### config.mk
export PLATFORM = sky130hd
export DESIGN_NAME = idli_fetch_m_flat
export DESIGN_NICKNAME = d
export VERILOG_FILES = /design/src/rtl/idli_fetch_if.sv /design/src/rtl/idli_fetch_m.sv /design/src/flat_wrapper.sv
export SDC_FILE = /design/constraint.sdc
export NUM_CORES = 1
export LEC_CHECK = 0
export CAP_MARGIN = 10
export CORE_UTILIZATION = 45
export DETAILED_ROUTE_END_ITERATION = 10
export DONT_BUFFER_PORTS = 1
export PLACE_DENSITY = 0.68
export SLEW_MARGIN = 20
export SYNTH_ARGS = -nofsm -noshare
export SYNTH_HDL_FRONTEND = slang
export SYNTH_SLANG_ARGS = --single-unit
### constraint.sdc
create_clock -name i_dcd_gck -period 2.6 [get_ports i_dcd_gck]
set_clock_uncertainty 0.15 [all_clocks]
set_input_delay 0.39 -clock i_dcd_gck [delete_from_list [all_inputs] [get_ports i_dcd_gck]]
set_output_delay 0.39 -clock i_dcd_gck [all_outputs]
set_load 0.05 [all_outputs]
### src/rtl/idli_fetch_if.sv
// idli_fetch_if: bundles the fetch unit's control, SQI pad and decoder-side signals.
//   master (fetch unit) drives:  o_sqi_cs_n, o_sqi_sio_oe, o_sqi_sio_out, o_dcd_enc,
//                                o_dcd_enc_vld, o_fetch_pc
//   master (fetch unit) samples: i_fetch_stall, i_fetch_redirect, i_fetch_redirect_pc,
//                                i_sqi_sio_in
//   slave is the mirror image (pads, backend and decoder side).
interface idli_fetch_if;
   logic        i_fetch_stall;
   logic        i_fetch_redirect;
   logic [15:0] i_fetch_redirect_pc;
   logic        o_sqi_cs_n;
   logic        o_sqi_sio_oe;
   logic [3:0]  o_sqi_sio_out;
   logic [3:0]  i_sqi_sio_in;
   logic [3:0]  o_dcd_enc;
   logic        o_dcd_enc_vld;
   logic [15:0] o_fetch_pc;
   modport master (
      input  i_fetch_stall, i_fetch_redirect, i_fetch_redirect_pc, i_sqi_sio_in,
      output o_sqi_cs_n, o_sqi_sio_oe, o_sqi_sio_out, o_dcd_enc, o_dcd_enc_vld, o_fetch_pc
   );
   modport slave (
      output i_fetch_stall, i_fetch_redirect, i_fetch_redirect_pc, i_sqi_sio_in,
      input  o_sqi_cs_n, o_sqi_sio_oe, o_sqi_sio_out, o_dcd_enc, o_dcd_enc_vld, o_fetch_pc
   );
endinterface

### src/rtl/idli_fetch_m.sv
// idli_fetch_m: SQI instruction fetch; sends READ command, address and dummy cycles, then
// streams 16b instructions to the decoder as four MSB-first nibbles.
//   i_dcd_gck    clock
//   i_dcd_rst_n  asynchronous active-low reset
//   fetch        idli_fetch_if.master: stall/redirect in, SQI pads, decoder nibble + pc out
module idli_fetch_m #(
   parameter logic [15:0] RESET_PC     = 16'h0000,
   parameter logic [7:0]  READ_CMD     = 8'h03,
   parameter int unsigned DUMMY_CYCLES = 2
) (
   input logic          i_dcd_gck,
   input logic          i_dcd_rst_n,
   idli_fetch_if.master fetch
);
   typedef enum logic [2:0] {ST_IDLE, ST_CMD, ST_ADDR, ST_DUMMY, ST_DATA} state_t;
   localparam logic [2:0]  DUMMY_LAST = 3'(DUMMY_CYCLES - 1);
   localparam logic [15:0] RESET_PC_A = {RESET_PC[15:1], 1'b0};
   state_t      state_q, state_d;
   logic [2:0]  cnt_q, cnt_d;
   logic [15:0] pc_q, pc_d;
   logic [15:0] tgt_q, tgt_d;
   logic        pend_q, pend_d;
   always_ff @(posedge i_dcd_gck or negedge i_dcd_rst_n) begin
      if (!i_dcd_rst_n) begin
         state_q <= ST_IDLE;
         cnt_q   <= 3'd0;
         pc_q    <= RESET_PC_A;
         tgt_q   <= 16'h0000;
         pend_q  <= 1'b0;
      end else begin
         state_q <= state_d;
         cnt_q   <= cnt_d;
         pc_q    <= pc_d;
         tgt_q   <= tgt_d;
         pend_q  <= pend_d;
      end
   end
   // A pending redirect outside DATA aborts the burst at once; inside DATA it waits for the
   // instruction boundary so the decoder never sees a truncated instruction.
   always_comb begin
      state_d = state_q;
      cnt_d   = cnt_q + 3'd1;
      pc_d    = pc_q;
      pend_d  = pend_q;
      tgt_d   = tgt_q;
      if (pend_q && state_q != ST_DATA) begin
         pc_d    = tgt_q;
         pend_d  = 1'b0;
         state_d = ST_IDLE;
         cnt_d   = 3'd0;
      end else begin
         case (state_q)
            ST_IDLE: begin
               cnt_d   = 3'd0;
               state_d = fetch.i_fetch_stall ? ST_IDLE : ST_CMD;
            end
            ST_CMD:
               if (cnt_q == 3'd1) begin
                  state_d = ST_ADDR;
                  cnt_d   = 3'd0;
               end
            ST_ADDR:
               if (cnt_q == 3'd3) begin
                  state_d = ST_DUMMY;
                  cnt_d   = 3'd0;
               end
            ST_DUMMY:
               if (cnt_q == DUMMY_LAST) begin
                  state_d = ST_DATA;
                  cnt_d   = 3'd0;
               end
            ST_DATA:
               if (cnt_q == 3'd3) begin
                  cnt_d = 3'd0;
                  pc_d  = pc_q + 16'd2;
                  if (pend_q) begin
                     pc_d    = tgt_q;
                     pend_d  = 1'b0;
                     state_d = ST_IDLE;
                  end else if (fetch.i_fetch_stall) begin
                     state_d = ST_IDLE;
                  end
               end
            default: begin
               state_d = ST_IDLE;
               cnt_d   = 3'd0;
            end
         endcase
      end
      // Latest redirect wins, including one arriving while an older one is being consumed.
      if (fetch.i_fetch_redirect) begin
         pend_d = 1'b1;
         tgt_d  = {fetch.i_fetch_redirect_pc[15:1], 1'b0};
      end
   end
   logic [3:0] addr_nib;
   // pc_q is always even, so its low nibble already carries the forced-zero bit 0.
   assign addr_nib = cnt_q[1:0] == 2'd0 ? pc_q[15:12] :
                     cnt_q[1:0] == 2'd1 ? pc_q[11:8]  :
                     cnt_q[1:0] == 2'd2 ? pc_q[7:4]   : pc_q[3:0];
   assign fetch.o_sqi_cs_n    = state_q == ST_IDLE;
   assign fetch.o_sqi_sio_oe  = state_q == ST_CMD || state_q == ST_ADDR;
   assign fetch.o_sqi_sio_out = state_q == ST_CMD  ? (cnt_q == 3'd0 ? READ_CMD[7:4] : READ_CMD[3:0]) :
                                state_q == ST_ADDR ? addr_nib : 4'h0;
   assign fetch.o_dcd_enc     = fetch.i_sqi_sio_in;
   assign fetch.o_dcd_enc_vld = state_q == ST_DATA;
   assign fetch.o_fetch_pc    = pc_q;
endmodule
### src/flat_wrapper.sv
// flat-port wrapper written by rule: the top's interface ports become plain ports
module idli_fetch_m_flat 
#(
   parameter logic [15:0] RESET_PC     = 16'h0000,
   parameter logic [7:0]  READ_CMD     = 8'h03,
   parameter int unsigned DUMMY_CYCLES = 2
)
  (i_dcd_gck, i_dcd_rst_n, fetch_i_fetch_stall, fetch_i_fetch_redirect, fetch_i_fetch_redirect_pc, fetch_i_sqi_sio_in, fetch_o_sqi_cs_n, fetch_o_sqi_sio_oe, fetch_o_sqi_sio_out, fetch_o_dcd_enc, fetch_o_dcd_enc_vld, fetch_o_fetch_pc);
  idli_fetch_if fetch_i ();
  input logic i_dcd_gck;
  input logic i_dcd_rst_n;
  input wire logic [$bits(fetch_i.i_fetch_stall)-1:0] fetch_i_fetch_stall;
  input wire logic [$bits(fetch_i.i_fetch_redirect)-1:0] fetch_i_fetch_redirect;
  input wire logic [$bits(fetch_i.i_fetch_redirect_pc)-1:0] fetch_i_fetch_redirect_pc;
  input wire logic [$bits(fetch_i.i_sqi_sio_in)-1:0] fetch_i_sqi_sio_in;
  output wire logic [$bits(fetch_i.o_sqi_cs_n)-1:0] fetch_o_sqi_cs_n;
  output wire logic [$bits(fetch_i.o_sqi_sio_oe)-1:0] fetch_o_sqi_sio_oe;
  output wire logic [$bits(fetch_i.o_sqi_sio_out)-1:0] fetch_o_sqi_sio_out;
  output wire logic [$bits(fetch_i.o_dcd_enc)-1:0] fetch_o_dcd_enc;
  output wire logic [$bits(fetch_i.o_dcd_enc_vld)-1:0] fetch_o_dcd_enc_vld;
  output wire logic [$bits(fetch_i.o_fetch_pc)-1:0] fetch_o_fetch_pc;
  assign fetch_i.i_fetch_stall = fetch_i_fetch_stall;
  assign fetch_i.i_fetch_redirect = fetch_i_fetch_redirect;
  assign fetch_i.i_fetch_redirect_pc = fetch_i_fetch_redirect_pc;
  assign fetch_i.i_sqi_sio_in = fetch_i_sqi_sio_in;
  assign fetch_o_sqi_cs_n = fetch_i.o_sqi_cs_n;
  assign fetch_o_sqi_sio_oe = fetch_i.o_sqi_sio_oe;
  assign fetch_o_sqi_sio_out = fetch_i.o_sqi_sio_out;
  assign fetch_o_dcd_enc = fetch_i.o_dcd_enc;
  assign fetch_o_dcd_enc_vld = fetch_i.o_dcd_enc_vld;
  assign fetch_o_fetch_pc = fetch_i.o_fetch_pc;
  idli_fetch_m #(.RESET_PC(RESET_PC), .READ_CMD(READ_CMD), .DUMMY_CYCLES(DUMMY_CYCLES)) u_core (.i_dcd_gck(i_dcd_gck), .i_dcd_rst_n(i_dcd_rst_n), .fetch(fetch_i));
endmodule
# == Yosys cells after proc, flatten, opt, wreduce, memory -nomap -nowiden ==
# Cells that the tools add are included.
# Widths: inputs -> output; s select.
# totals
out_inout_bits,27
reg_bits,38
inputBits,24
# op_classes
n_addsub,2
reduce_logical,14
n_mux,27
n_eq_ne,14
# ops
op,n
$mux 16,4
$mux 3,10
$mux 4,5
$add 16x2->16 const B,1
$pmux 3 s5,1
$ne 3x1->1 const B,4
$eq 3x2->1 const B,3
$eq 3x1->1 const B,2
$logic_not 3->1,2
$pmux 3 s2,1
$reduce_bool 3->1,2
$mux 1,5
$reduce_and 5->1,1
$ne 4x2->1 const B,1
$reduce_and 2->1,2
$reduce_bool 2->1,2
$reduce_or 2->1,2
$add 3x1->3 const B,1
$eq 3x3->1 const B,1
$ne 3x3->1 const B,1
$eq 2x1->1 const B,1
$eq 2x2->1 const B,1
$logic_not 2->1,1
$mux 2,1
2 further kinds,2

# == Longest topological paths before layout ==
# logic_depth
depth_word,6
mapped_depth,7
mapped_depth_nobuf,6

# == Worst setup path after synthesis ==
# OpenSTA, ideal clock, no wires.
# synth_path
kind,register to output
startpoint,register u_core.cnt_q[0]
endpoint,output port fetch_o_sqi_sio_out[0]
stages_incl_launch_ff,6
n_path_buf,1
setup_slack_ns,-0.197
arrival_time_ns,2.257
cell_sequence,dfrtp_1 > ha_1 > clkbuf_1 > nor2b_1 > a221oi_1 > o32ai_1
# synth_via
elab_chain_cells,6
# synth_rtl
item,line_no,rtl
"start, declared",idli_fetch_m.sv:19,"logic [2:0] cnt_q, cnt_d;"
"start signal, assigned",idli_fetch_m.sv:32,cnt_q <= cnt_d;
$eq 2x2->1,idli_fetch_m.sv:100,cnt_q[1:0] == 2'd2 ? pc_q[7:4] : pc_q[3:0];
$mux 4,idli_fetch_m.sv:100,
$mux 4,idli_fetch_m.sv:99,cnt_q[1:0] == 2'd1 ? pc_q[11:8] :
$mux 4,idli_fetch_m.sv:98,assign addr_nib = cnt_q[1:0] == 2'd0 ? pc_q[15:12] :
$mux 4,idli_fetch_m.sv:104,state_q == ST_ADDR ? addr_nib : 4'h0;
$mux 4 (*),idli_fetch_m.sv:103,assign fetch.o_sqi_sio_out = state_q == ST_CMD ? (cnt_q == 3'd0 ? READ_CMD[7:4] : READ_CMD[3:0]) :
"end, declared",flat_wrapper.sv:18,output wire logic [$bits(fetch_i.o_sqi_sio_out)-1:0] fetch_o_sqi_sio_out;
# Every way passes the cells marked *; elsewhere a longest branch is shown, timed or not.

# == Worst setup path after layout ==
# layout_path
startpoint,register u_core.cnt_q[1]
endpoint,output port fetch_o_sqi_sio_out[0]
# Same word-level chain as after synthesis.

==> flow_summary.yaml <==
worst_setup_path:
  r2r-end: "u_core.fetch.o_fetch_pc[9]"
  timing.critical_path.from_type: "flop"
  rr_worst_depth: 7
  crit_path_end_kind: "output port"
  critical_path.max_fanout: 10
  ff_to_ff_start: "u_core.cnt_q[0]"
  timing.critical_path.arrival_ns: 1.88
  timing_worst_setup_path_type: "flop to output port"
  timing.critical_path.required_ns: 2.06
  r2r_setup_slack_ns: 0.29
route:
  route.detailed.wl_per_inst_um: 16.7
  dr_iter_0_viols: 117
  drt_pre_antenna_iters: 4
  detail-route-antenna-nets: 0
  detail_route.wirelength_um: 5250
  vias: 1851
  viasPerCell: 5.89
  detail_route.drc_violations: 0
clock_network:
  skew_pair_late_insertion_delay_ns: 0.29
  clk_root_buffer_cell: "clkbuf_8"
  clkSinkCount: 37
  cts_tree: "built"
  ctsHtreeMaxLevel: 2
  max-clock-path-buffers: 2
  cts_bufs_inserted: 5
  cts.clk_slew.worst_paths_ns: 0.07
  cts_setup_buffers: 0
place:
  place.port_buffers: 0
  gp_routability_congestion: 0.844
  placedInstanceArea_um2: 2400
  detailedPlacementHpwl_um: 3810
layout:
  number_of_nets_in_the_layout: 277
  inserted_diodes: 0
  stdcell_area_um2: 2510
  drive_gt1_share_pct: 22.3
  area_growth_syn_to_layout_pct: 12.0
  fillers: 446
synth:
  synth_top_cell_by_area: "dfrtp_1"
  synth_edf_count: 0
  synth.distinct_cells: 52
  synth-warning-count: 0
  netlist_top_cells_count: "dfrtp_1 (37), mux2_2 (15), nor2_1 (15)"
  synthSimpleGateAreaFrac_pct: 18.8
  main_area_contributors_after_synthesis: "dfrtp_1 (41%), mux2_2 (7.5%), ha_1 (3.9%), o22ai_1 (3.1%), nor3_1 (2.7%)"
  netlist_instances: 234
  synthXorXnorAreaFrac_pct: 1.17
  yosys-mux-area-fraction_pct: 9.76
  synth_compound_area_share_pct: 17.3
  synth_top_family_by_area: "simple AND/OR/NAND/NOR gates"
  postSynth.asyncResetShare_pct: 100
  synth-seq-cells: 37
  synthAdderAreaFrac_pct: 3.90
  mappedNetlistNets: 265
  syn_area_per_cell_um2: 9.59
  yosys.area.top_type_share_pct: 41.3
  post_synth_instance_area_um2: 2240
  synth.yosys.seq_area_share_pct: 41.3
  postSynth.topFlopCell: "dfrtp_1"
  synth_most_common_cell: "dfrtp_1"
global_route:
  grt_max_degree: 38
  antenna_found_initial: 0
  grt_use_total_pct: 22.4
  final_global_route_overflow_total: 0
  grt_first_pass_wirelength_um: 8870
  grt_pass1_vias: 1762
worst_hold_path:
  min_from: "fetch_i_fetch_redirect"
  capture_endpoint_of_the_worst_hold_path: "u_core.pend_q"
  hold_path.class: "input port to flop"
  hold_path_depth: 1
power:
  total_power_w: 0.00147
  power.density_cell_area_nw_per_um2: 584
  power.ir.vdd_worst_mv: 0.336
  p_leak_nw: 1.01
sta:
  slew-limit-headroom_pct: 54.1
  setup_violations: 0
  hold_ws_ns: 0.0611
  worst-slew-pin-transition_ns: 0.689
  setup_repair_after_global_routing_missed_its_margin: "no"
  setup_total_neg_slack_ns: 0
  fmax_mhz: 413
  final_period_minus_worst_setup_slack_ns: 2.42
  period_share_pct: 93.2
  hold_viol_final: 0
  timing.final.max_slew_violations: 0
run_status:
  run_status: "finished, final reports clean"
die:
  floorplan.io_pins: 51
  die_h_um: 72.6
  placeableCoreArea_um2: 4750
  die_w_um: 72.6
  floorplan.rows: 25
  initial_utilization_pct: 47.2
  die_area_um2: 5270
job:
  max_cap_violations: 0
==> cell usage in the layout (no fill, tap or decap), types with 3 or more instances in the layout <==
| master | instances |
|---|---|
| dfrtp_1 | 37 |
| inv_1 | 10 |
| clkbuf_8 | 5 |
| o22ai_1 | 11 |
| nor2_1 | 15 |
| a21oi_1 | 10 |
| nand2b_1 | 3 |
| nand3_1 | 9 |
| a221oi_1 | 3 |
| nor4_1 | 3 |
| mux2i_1 | 5 |
| a311oi_1 | 3 |
| buf_4 | 25 |
| a211o_1 | 3 |
| a211oi_1 | 4 |
| nor2b_1 | 5 |
| o21ai_0 | 8 |
| nand2_1 | 14 |
| mux2_2 | 15 |
| nand4_1 | 3 |
| nor3_1 | 11 |
| ha_1 | 6 |
==> registers in the layout (all words and copies together), names as in the netlist <==
name,cells
u_core.cnt_q,3
u_core.fetch.o_fetch_pc,15
u_core.pend_q,1
u_core.state_q,3
u_core.tgt_q,15
==> layer usage <==
metal	global-route usage (%)	part of all wire, %	wire (µm)	vias to the layer above
met5	0	0	0	-
met4	7.63	1.2	63	0
met3	5.39	5.6	295	5
met2	36.2	49	2570	55
met1	29.7	44	2320	913
li1	-	-	-	878
==> how the worst max path moves through the flow <==
| stage | cells past startpoint | endpoint | from |
|---|---|---|---|
| after global routing | 6 | fetch_o_sqi_sio_out[0] | u_core.cnt_q[1] |
| after global placement | 7 | u_core.fetch.o_fetch_pc[12] | u_core.cnt_q[0] |
| after detailed placement | 7 | u_core.fetch.o_fetch_pc[9] | u_core.cnt_q[0] |
| final | 6 | fetch_o_sqi_sio_out[0] | u_core.cnt_q[1] |
| after CTS | 6 | fetch_o_sqi_sio_out[0] | u_core.cnt_q[0] |
| after floorplan | 4 | fetch_o_sqi_sio_out[1] | u_core.fetch.o_fetch_pc[5] |
==> metrics by stage <==
step	setup slack, ns	utilization, %	cells
5_1_grt	0.0234	52.8	314
3_5_place_dp	0.309	50.4	304
6_report	0.178	52.8	314
3_3_place_gp	0.362	50.4	304
2_1_floorplan	0.139	-	234
4_1_cts	0.136	52.8	314
==> report_power, final <==
part	total [W]	switching (W)	leakage [nW]	internal [W]
clock network	0.000391	0.000205	0.0450	0.000186
logic	0.000357	0.000228	0.525	0.000129
registers	0.000718	0.0000877	0.439	0.000630
==> area by class of cell <==
type / instances / area [µm²] / share of cell area [%]
multi-input cells: 164 / 1160 / 46.2
flip-flops and latches: 37 / 926 / 36.9
repair buffers: 27 / 218 / 8.67
well taps: 67 / 83.8 / 3.34
clock buffers: 6 / 72.6 / 2.89
inverters: 11 / 41.3 / 1.64
clock inverters: 2 / 10.0 / 0.398
==> cell families (layout without fill, tap and decap cells) <==
kind of cell    Yosys count  in the layout
buf+inv                  33             46
xor+xnor                  3              3
fa+ha+maj                 7              7
mux                      20             20
flops                    37             37
simple gates             77             77
other cells               1              1
compound gates           56             56
==> critical path, stage by stage, from the launching register on <==
cell,delay (ns)
dfrtp_1,0.41
inv_1,0.09
ha_1,0.32
nor2b_1,0.10
a221oi_1,0.33
o32ai_2,0.15
buf_4,0.20
==> repair_timing <==
action,4_1_cts,5_1_grt
gates resized for setup,0,1
hold buffers,2,0
setup endpoints to repair,0,1
endpoints found under the hold margin,37,0
No activity file was read; power rests on OpenSTA's default activity.
